--- src/rtl/imx_ctrl_pkg.sv ---
// Shared constants for the IMX control datapath: reader FSM encoding and
// skid buffer depth.
package imx_ctrl_pkg;

    typedef enum logic [1:0] {
        ST_IDLE  = 2'd0,
        ST_READ  = 2'd1,
        ST_DRAIN = 2'd2
    } state_t;

    localparam int          SKID_DEPTH   = 2;
    localparam logic [1:0]  SKID_CREDITS = 2'(SKID_DEPTH);

endpackage

--- src/rtl/axis_skid_fifo2.sv ---
// Two-entry buffer between the memory's registered read port and the stream
// output. The head entry drives the stream directly.
module axis_skid_fifo2
    import imx_ctrl_pkg::*;
#(
    parameter int WIDTH = 9
) (
    input  logic             clk,
    input  logic             rst,
    input  logic             i_push,
    input  logic [WIDTH-1:0] i_push_data,
    input  logic             i_pop,
    output logic [WIDTH-1:0] o_head,
    output logic             o_full,
    output logic             o_empty,
    output logic [1:0]       o_count
);

    logic [WIDTH-1:0] r_entry [SKID_DEPTH];
    logic             r_wr_ptr;
    logic             r_rd_ptr;
    logic [1:0]       r_count;
    logic             w_do_pop;

    assign w_do_pop = i_pop && (r_count != 2'd0);

    // NOTE: sequential state uses <= so every register samples pre-edge values.
    always_ff @(posedge clk) begin
        if (rst) begin
            // NOTE: the two entries are reset too, so stale words never reach tdata after reset.
            for (int i = 0; i < SKID_DEPTH; i++) begin
                r_entry[i] <= '0;
            end
            r_wr_ptr <= 1'b0;
            r_rd_ptr <= 1'b0;
            r_count  <= 2'd0;
        end else begin
            if (i_push) begin
                r_entry[r_wr_ptr] <= i_push_data;
                r_wr_ptr          <= ~r_wr_ptr;
            end
            if (w_do_pop) begin
                r_rd_ptr <= ~r_rd_ptr;
            end
            case ({i_push, w_do_pop})
                2'b10:   r_count <= r_count + 2'd1;
                2'b01:   r_count <= r_count - 2'd1;
                default: r_count <= r_count;
            endcase
        end
    end

    assign o_head  = r_entry[r_rd_ptr];
    assign o_full  = (r_count == SKID_CREDITS);
    assign o_empty = (r_count == 2'd0);
    assign o_count = r_count;

endmodule

--- src/rtl/bram_axis_reader.sv ---
// Reads a programmable run of words from a block memory's registered read
// port and streams them out as an AXI-Stream master with backpressure.
module bram_axis_reader
    import imx_ctrl_pkg::*;
#(
    parameter int DATA_WIDTH    = 8,
    parameter int ADDRESS_WIDTH = 4
) (
    input  logic                     clk,
    input  logic                     rst,
    input  logic                     i_start,
    input  logic [ADDRESS_WIDTH-1:0] i_base_addr,
    input  logic [ADDRESS_WIDTH:0]   i_count,
    output logic                     o_busy,
    output logic                     o_done,
    output logic [ADDRESS_WIDTH-1:0] o_addrb,
    input  logic [DATA_WIDTH-1:0]    i_doutb,
    output logic                     o_axis_tvalid,
    input  logic                     i_axis_tready,
    output logic [DATA_WIDTH-1:0]    o_axis_tdata,
    output logic                     o_axis_tlast
);

    localparam logic [ADDRESS_WIDTH-1:0] ADDR_ONE = ADDRESS_WIDTH'(1);
    localparam logic [ADDRESS_WIDTH:0]   CNT_ONE  = (ADDRESS_WIDTH + 1)'(1);

    state_t                   r_state;
    state_t                   w_state_next;
    logic [ADDRESS_WIDTH-1:0] r_addr;
    logic [ADDRESS_WIDTH-1:0] r_last_addr;
    logic [ADDRESS_WIDTH:0]   r_remaining;
    logic                     r_inflight;
    logic                     r_inflight_last;
    logic                     r_done;

    logic                     w_issue;
    logic                     w_final_issue;
    logic                     w_start_run;
    logic                     w_start_zero;
    logic                     w_push;
    logic                     w_pop;
    logic                     w_fifo_full;
    logic                     w_fifo_empty;
    logic [1:0]               w_fifo_count;
    logic [1:0]               w_credits_used;
    logic [DATA_WIDTH:0]      w_head;

    // The pop happening this cycle frees its slot, which keeps one beat per clock.
    assign w_pop          = !w_fifo_empty && i_axis_tready;
    assign w_push         = r_inflight && !w_fifo_full;
    assign w_credits_used = w_fifo_count + {1'b0, r_inflight} - {1'b0, w_pop};

    // NOTE: every signal driven here gets a default first, so no latch is inferred.
    always_comb begin
        w_state_next  = r_state;
        w_issue       = 1'b0;
        w_final_issue = 1'b0;
        w_start_run   = 1'b0;
        w_start_zero  = 1'b0;
        case (r_state)
            ST_IDLE: begin
                if (i_start) begin
                    if (i_count != '0) begin
                        w_start_run  = 1'b1;
                        w_state_next = ST_READ;
                    end else begin
                        w_start_zero = 1'b1;
                    end
                end
            end
            ST_READ: begin
                if (w_credits_used < SKID_CREDITS) begin
                    w_issue = 1'b1;
                    if (r_remaining == CNT_ONE) begin
                        w_final_issue = 1'b1;
                        w_state_next  = ST_DRAIN;
                    end
                end
            end
            ST_DRAIN: begin
                if (w_pop && w_head[DATA_WIDTH]) begin
                    w_state_next = ST_IDLE;
                end
            end
            default: w_state_next = ST_IDLE;
        endcase
    end

    always_ff @(posedge clk) begin
        if (rst) begin
            r_state         <= ST_IDLE;
            r_addr          <= '0;
            r_last_addr     <= '0;
            r_remaining     <= '0;
            r_inflight      <= 1'b0;
            r_inflight_last <= 1'b0;
            r_done          <= 1'b0;
        end else begin
            r_state         <= w_state_next;
            r_inflight      <= w_issue;
            r_inflight_last <= w_final_issue;
            r_done          <= w_start_zero ||
                               ((r_state == ST_DRAIN) && (w_state_next == ST_IDLE));
            if (w_start_run) begin
                r_addr      <= i_base_addr;
                r_remaining <= i_count;
            end else if (w_issue) begin
                r_addr      <= r_addr + ADDR_ONE;
                r_last_addr <= r_addr;
                r_remaining <= r_remaining - CNT_ONE;
            end
        end
    end

    axis_skid_fifo2 #(
        .WIDTH (DATA_WIDTH + 1)
    ) u_skid (
        .clk         (clk),
        .rst         (rst),
        .i_push      (w_push),
        .i_push_data ({r_inflight_last, i_doutb}),
        .i_pop       (w_pop),
        .o_head      (w_head),
        .o_full      (w_fifo_full),
        .o_empty     (w_fifo_empty),
        .o_count     (w_fifo_count)
    );

    // The address holds the last issued value whenever no read goes out.
    assign o_addrb       = w_issue ? r_addr : r_last_addr;
    assign o_busy        = (r_state != ST_IDLE);
    assign o_done        = r_done;
    assign o_axis_tvalid = !w_fifo_empty;
    assign o_axis_tdata  = w_head[DATA_WIDTH-1:0];
    assign o_axis_tlast  = w_head[DATA_WIDTH];

endmodule

--- config.mk ---
export PLATFORM = sky130hd
export DESIGN_NAME = bram_axis_reader
export DESIGN_NICKNAME = d
export VERILOG_FILES = /design/src/rtl/imx_ctrl_pkg.sv /design/src/rtl/axis_skid_fifo2.sv /design/src/rtl/bram_axis_reader.sv
export SDC_FILE = /design/constraint.sdc
export NUM_CORES = 1
export LEC_CHECK = 0
export CORE_MARGIN = 5
export CORE_UTILIZATION = 35
export DETAILED_ROUTE_END_ITERATION = 12
export HOLD_SLACK_MARGIN = 0.05
export PLACE_DENSITY = 0.68
export SYNTH_ARGS = -nofsm -noshare
export SYNTH_HDL_FRONTEND = slang
export SYNTH_SLANG_ARGS = --single-unit
--- constraint.sdc ---
create_clock -name clk -period 2.9 [get_ports clk]
set_clock_uncertainty 0.1 [all_clocks]
set_input_delay 0.29 -clock clk [delete_from_list [all_inputs] [get_ports clk]]
set_output_delay 0.29 -clock clk [all_outputs]
set_load 0.02 [all_outputs]
# Yosys cells after proc, flatten, opt, wreduce, memory -nomap -nowiden
# Memory sizes are Yosys's and may differ from the RTL's. A register that Yosys moved wholly into a read port is not among the register bits.
# Index checks and enable logic that the tools add are counted.
# Widths: inputs -> output; s select.
# totals
out_inout_bits	16
ramBits	18
input_bits	21
reg_bits	22
mem_count	1
# classes
order_cmp	1
mux	31
eq_ne	6
add_sub_neg	6
n_reduce_logical	18
bitwise	4
# mem_list
name	words	width	read_ports	rd_clocked_by_memory_dff	wr	line	rtl
u_skid.r_entry	2	9	1	1	2	axis_skid_fifo2.sv:19	logic [WIDTH-1:0] r_entry [SKID_DEPTH];
# op_table
operator	count
$mux 1	18
$mux 4	3
$mux 2	5
$mux 5	2
$mux 9	1
$reduce_or 9->1	1
$reduce_bool 2->1	4
$eq 2x2->1 const B	3
$logic_not 2->1	3
$pmux 2 s3	1
$eq 5x1->1 const B	1
$logic_and 1x1->1	5
$reduce_bool 5->1	1
$sub 5x1->5 const B	1
$add 4x1->4 const B	1
$eq 2x1->1 const B	2
$not 1->1	4
$pmux 2 s2	1
$reduce_or 3->1	1
$add 2x1->2	1
$add 2x1->2 const B	1
$logic_not 1->1	2
$lt 2x2->1 const B	1
$sub 2x1->2	1
other kinds (2)	2

# Longest topological paths before layout
# logic_depth
word_depth	10
depth_mapped	11

# By module
# A second synthesis with hierarchy kept.
# hier_totals
hier_cells	186
area_unflattened_um2	1985.7
# by_module_without_submodules
module	cells_each	area_each_um2	instances
axis_skid_fifo2	82	1001.0	1
bram_axis_reader	104	984.7	1

# Worst setup path after synthesis
# Ideal clock, no wire load.
# synth_timing
path_kind	reg-to-output
startpoint	register u_skid.r_count[0], in the netlist u_skid.o_count[0]
endpoint	output o_addrb[1]
arrival_ns	2.052
setup_slack_ns	0.458
path_buffers	1
path_stages_with_launch	11
cell_sequence	dfxtp_1 inv_1 nand2_1 nand2_1 inv_1 ha_1 nor2b_1 xnor2_2 and2_4 buf_6 mux2_4
# synth_between
elab_chain_cells	8
word_cells_on_any_way	9
# synth_lines
item	line	rtl
from (decl)	axis_skid_fifo2.sv:22	logic [1:0] r_count;
from (signal assigned)	axis_skid_fifo2.sv:46	2'b10: r_count <= r_count + 2'd1;
from (signal assigned)	axis_skid_fifo2.sv:47	2'b01: r_count <= r_count - 2'd1;
from (signal assigned)	axis_skid_fifo2.sv:48	default: r_count <= r_count;
$logic_not 2->1	axis_skid_fifo2.sv:55	assign o_empty = (r_count == 2'd0);
$logic_not 1->1	n/a	
via o_axis_tvalid	bram_axis_reader.sv:18	output logic o_axis_tvalid,
$logic_and 1x1->1	bram_axis_reader.sv:49	assign w_pop = !w_fifo_empty && i_axis_tready;
$sub 2x1->2	bram_axis_reader.sv:51	assign w_credits_used = w_fifo_count + {1'b0, r_inflight} - {1'b0, w_pop};
$lt 2x2->1	bram_axis_reader.sv:72	if (w_credits_used < SKID_CREDITS) begin
$mux 1	bram_axis_reader.sv:72	
$mux 1	bram_axis_reader.sv:60	case (r_state)
$mux 4	n/a	
to (decl)	bram_axis_reader.sv:16	output logic [ADDRESS_WIDTH-1:0] o_addrb,
# The timed path passes the listed nets, and every way through them passes these cells.

# Worst setup path in the final report
# layout_timing
startpoint	register u_skid.r_count[1], in the netlist u_skid.o_count[1]
endpoint	output o_addrb[0]
# layout_between
elab_chain_cells	8
word_cells_on_any_way	9
# layout_lines
item	line
branches (longest 3 deep; another with $add 2x1->2)	n/a
$sub 2x1->2 (*)	bram_axis_reader.sv:51
$lt 2x2->1 (*)	bram_axis_reader.sv:72
$mux 1 (*)	bram_axis_reader.sv:72
$mux 1 (*)	bram_axis_reader.sv:60
$mux 4 (*)	n/a
# Every way passes the cells marked *.

==> results.md <==
- From synthesis to final layout, the design area changed by 33.6%.
- The die covers 0.00699 sq mm.
- The source-to-sink clock delay at the later pin of the worst-skew pair is 0.28 ns.
- The floorplan step defined a core boundary enclosing 0.00517 sq mm.
- The placement row count is 26.
- The cell area that synthesis handed to floorplanning was about 0.0019 sq mm.
- The synthesized netlist contains 38 unique library cells.
- The signal on the critical path passes through inv_1 > nand2_1 > nand2_1 > inv_1 > ha_1 > nor2b_2 > xnor2_2 > nand2_1 > mux2_2 > dlygate4sd2_1.
- Port buffering added 36 buffers.
- For the pin with the worst max-slew slack, the measured transition is 0.797 ns.
- The number of buffers added by the clock tree synthesis step is 5.
- The count of pins on the block boundary is 37.
- The arrival time at the worst endpoint is 2.25 ns.
- The analysis attributes to cell leakage a power of 1.01 nW.
- Across the run, the number of max-cap violations was 0.
- The area share of the largest cell type after synthesis is 28.5%.
- The number of antenna violations at the first check in global routing came to 0.
- The post-placement cell count is between 200 and 300.
- The die is about 84 microns wide.
- The required time reported for the critical path endpoint is around 2.5 ns.
- Net switching is 28.1% of the power.
- The hold buffer count at CTS is 0.
- The path type of the worst min-delay path is flop to flop.
- For this run, the number of standard cells in the final layout without fillers is around 290.
- Along the worst hold path, the cell count comes to 2.
- The time the final worst path needs with I/O delays and setup is 2.64 ns.
- The number of cells on the critical path is 10.
- The CTS tree is done.
- The routed via count divided by cell count is 4.63.
- The largest driver fanout on the critical path is 4.
- The overflow left after global routing is 0.
- The detailed router placed 1353 vias in this run.
- The final wirelength is 3570 microns.
- The max-slew violation count was 0.
- The number of global-route vias before repair was 1340.
- In the synthesized netlist, the cells that appear most often are dfxtp_1 (23), and2_1 (22), edfxtp_1 (18), nor2_1 (16), mux2_2 (10).
- Ranked by total cell area, the synthesized netlist is headed by edfxtp_1 (28%), dfxtp_1 (24%), and2_1 (7.3%), mux2_2 (5.9%), xor2_1 (3.7%).
- The effective utilization at floorplan is 36.7%.
- The tree built by TritonCTS fans out to 41 sinks.
- In this run the power spent charging and discharging nets is 0.000511 W.
- In this design, the critical path's most frequently occurring cell is nand2_1.
- The part of the Yosys area used for sequential elements is a little over half.
- In this run the power density over the cells is 718 mW/mm^2.
- The cell at the root of the clock tree is clkbuf_8.
- The congestion estimate from routability-driven global placement came to 0.737.
- The number of register bits inferred by synthesis is 41.
- After the last flow step, the layout net total stands at 247.
- Setup repair after global routing left no endpoint under its margin.
- The mean instance size in the synthesized netlist is 11.1 sq um.
- STA classifies the critical path endpoint as an output port.
- The die is 83.6 microns tall.
- The iteration-0 DRC count of the detailed router is 38.
- The number of H-tree levels is 2.
- The first global-routing pass estimated 6260 microns of wire.
- The number of endpoints failing setup at the final stage is 0.
- The worst setup path is of the flop to output port kind.
- Together, buffers and inverters on the worst path number 3.
- The slowest stage of the critical path belongs to the cell dfxtp_2.
- For this run, the top clock speed supported by timing is 379 MHz.
- The clock-pin slew on the worst setup and hold paths is 0.08 ns.
- The worst-case clock buffer depth is 2.
- The share of power burned in registers is 39.8%.
- In this run, synthesis inferred 18 flip-flops with an integrated enable.
- Per report_power, the combinational group accounts for 31.0% of the total.
- The relative slew slack is 46.5%.
- The cell family with the largest share of critical-path delay is buffers and inverters.
- The number of endpoints with negative hold slack in the final report came to 0.
- The remaining design rule violation count is 0.
- The number of standard cells after synthesis is ~170.
- For this run, the detailed router's first-pass iteration total came to 4.
- The clock network is responsible for 29.2% of the overall power.
- Detailed placement finished with a half-perimeter wire length of 2640 microns.
- The final cycle utilization of the critical path is 91.0%.
- The launching element type of the critical path is a flop.
- In the final layout, the share of cells above drive strength 1 is 21.2%.
- The leading register cell type out of synthesis is dfxtp_1.
- The delay of the slowest cell on the worst path is 0.35 ns.
- The run finished with clean final reports.
- Entering global routing, the biggest net connects 21 pins.
- The flop-to-flop setup slack is 0.71 ns.
- The internal power is 0.00131 W.
- After detailed routing, the average wire length per cell comes to around 12 microns.
- The repair_antennas step left the layout with diodes totalling 0.
- The most area-hungry cell type in the Yosys netlist is edfxtp_1.
- Measured in cells, the most critical reg-to-reg path has a length of 12.
- The number of warning messages in the yosys log is 0.
- When the netlist entered floorplanning its net count stood at 197.
- IR analysis of the VDD net gives a maximum drop of 0.245 mV.
- The most common cell in the synthesized netlist is dfxtp_1.
- Once layout is complete, the utilization of the core stands at 49.0%.
- For this run, asynchronously set or reset flops after synthesis account for 0%.
- For this run, the total global-route usage over all layers was measured as 10.9%.
- The detail route stage leaves a number of antenna-violating nets equal to 0.
==> layout by cell type, fill, tap and decap left out, types with 5 or more instances in the layout <==
cell type / netlist / routed
xor2_1: 8 / 7
clkdlybuf4s50_1: 0 / 32
a211oi_1: 5 / 5
nand2_1: 5 / 5
nand3_1: 5 / 5
inv_1: 8 / 8
nor2_1: 16 / 16
and2_1: 22 / 22
edfxtp_1: 18 / 18
a21oi_1: 5 / 5
buf_4: 1 / 12
ha_1: 5 / 5
clkbuf_8: 0 / 5
mux2_2: 10 / 10
dfxtp_1: 23 / 22
==> sequential cells by signal (all words and copies together) (netlist names), named ones only <==
name / cells
u_skid.r_entry: 18
r_remaining: 5
r_addr: 4
r_last_addr: 4
r_state: 2
u_skid.o_count: 2
o_done: 1
r_inflight: 1
r_inflight_last: 1
u_skid.r_rd_ptr: 1
u_skid.r_wr_ptr: 1
==> final timing paths <==
check	from	to
worst max-delay path	u_skid.o_count[1]	o_addrb[0]
worst min-delay path	u_skid.r_rd_ptr	flop
worst max register to register	u_skid.o_count[1]	r_remaining[4]
worst min register to register	u_skid.r_rd_ptr	flop
==> logic make-up after synthesis <==
family	count (synthesis)	share of synthesized area, %
buf+inv	13	3.17
compound gates	20	7.06
flops	41	52.8
xor+xnor	11	5.48
fa+ha+maj	5	3.30
simple gates	68	19.9
mux	13	8.31
==> final cells by class <==
type                            instances  area, sq um
Sequential cell                        41         1000
Fill cell                             461         2640
Multi-Input combinational cell        117          846
Timing Repair Buffer                   48          434
Tap cell                               70         87.6
Clock inverter                          3         65.1
Inverter                                8         30.0
Clock buffer                            5         68.8
==> through the flow <==
stage	worst slack, ns	cell area, sq um	hold slack [ns]	TNS, ns	power (W)
after floorplan	0.458	1900	0.338	0	0.00108
after global routing	0.0364	2530	0.445	0	0.00193
after CTS	0.0582	2530	0.419	0	0.00184
after detailed placement	-0.0853	2400	0.392	-0.237	0.00129
after global placement	-0.0911	2400	0.388	-0.246	0.00129
final	0.262	2530	0.409	0	0.00182
==> timing repair <==
item / 4_1_cts / 5_1_grt
pin swaps: 0 / 1
gates cloned: 0 / 0
setup endpoints to repair: 4 / 4
gates resized for setup: 4 / 9
setup buffers: 1 / 0
==> worst register-to-register path, cell delays in order, from the launching register on <==
cell and delay (ns):
dfxtp_2 0.35, inv_1 0.07, nand2_1 0.08, nand2_1 0.09
inv_1 0.06, ha_1 0.30, nor2b_2 0.15, xnor2_2 0.16
buf_4 0.17, buf_4 0.12, nand4_1 0.11, xor2_1 0.16
a211oi_1 0.21
==> power by group through the flow <==
stage                     sequential (W)  combinational, W  clock [W]
after floorplan                 0.000719          0.000357          0
after global placement          0.000735          0.000554          0
after CTS                       0.000724          0.000566   0.000544
after detailed placement        0.000737          0.000557          0
final                           0.000724          0.000564   0.000531
after global routing            0.000732          0.000626   0.000577
==> per-layer routing <==
metal  up-vias  track usage [%]  part of all wire, %
met5         -                0                    0
met4         0             2.78                  1.1
met3         5             3.36                  5.4
met2        32             18.5                   47
met1       621             13.5                   47
li1        695                -                    -
Power figures use the tool's default switching activity.
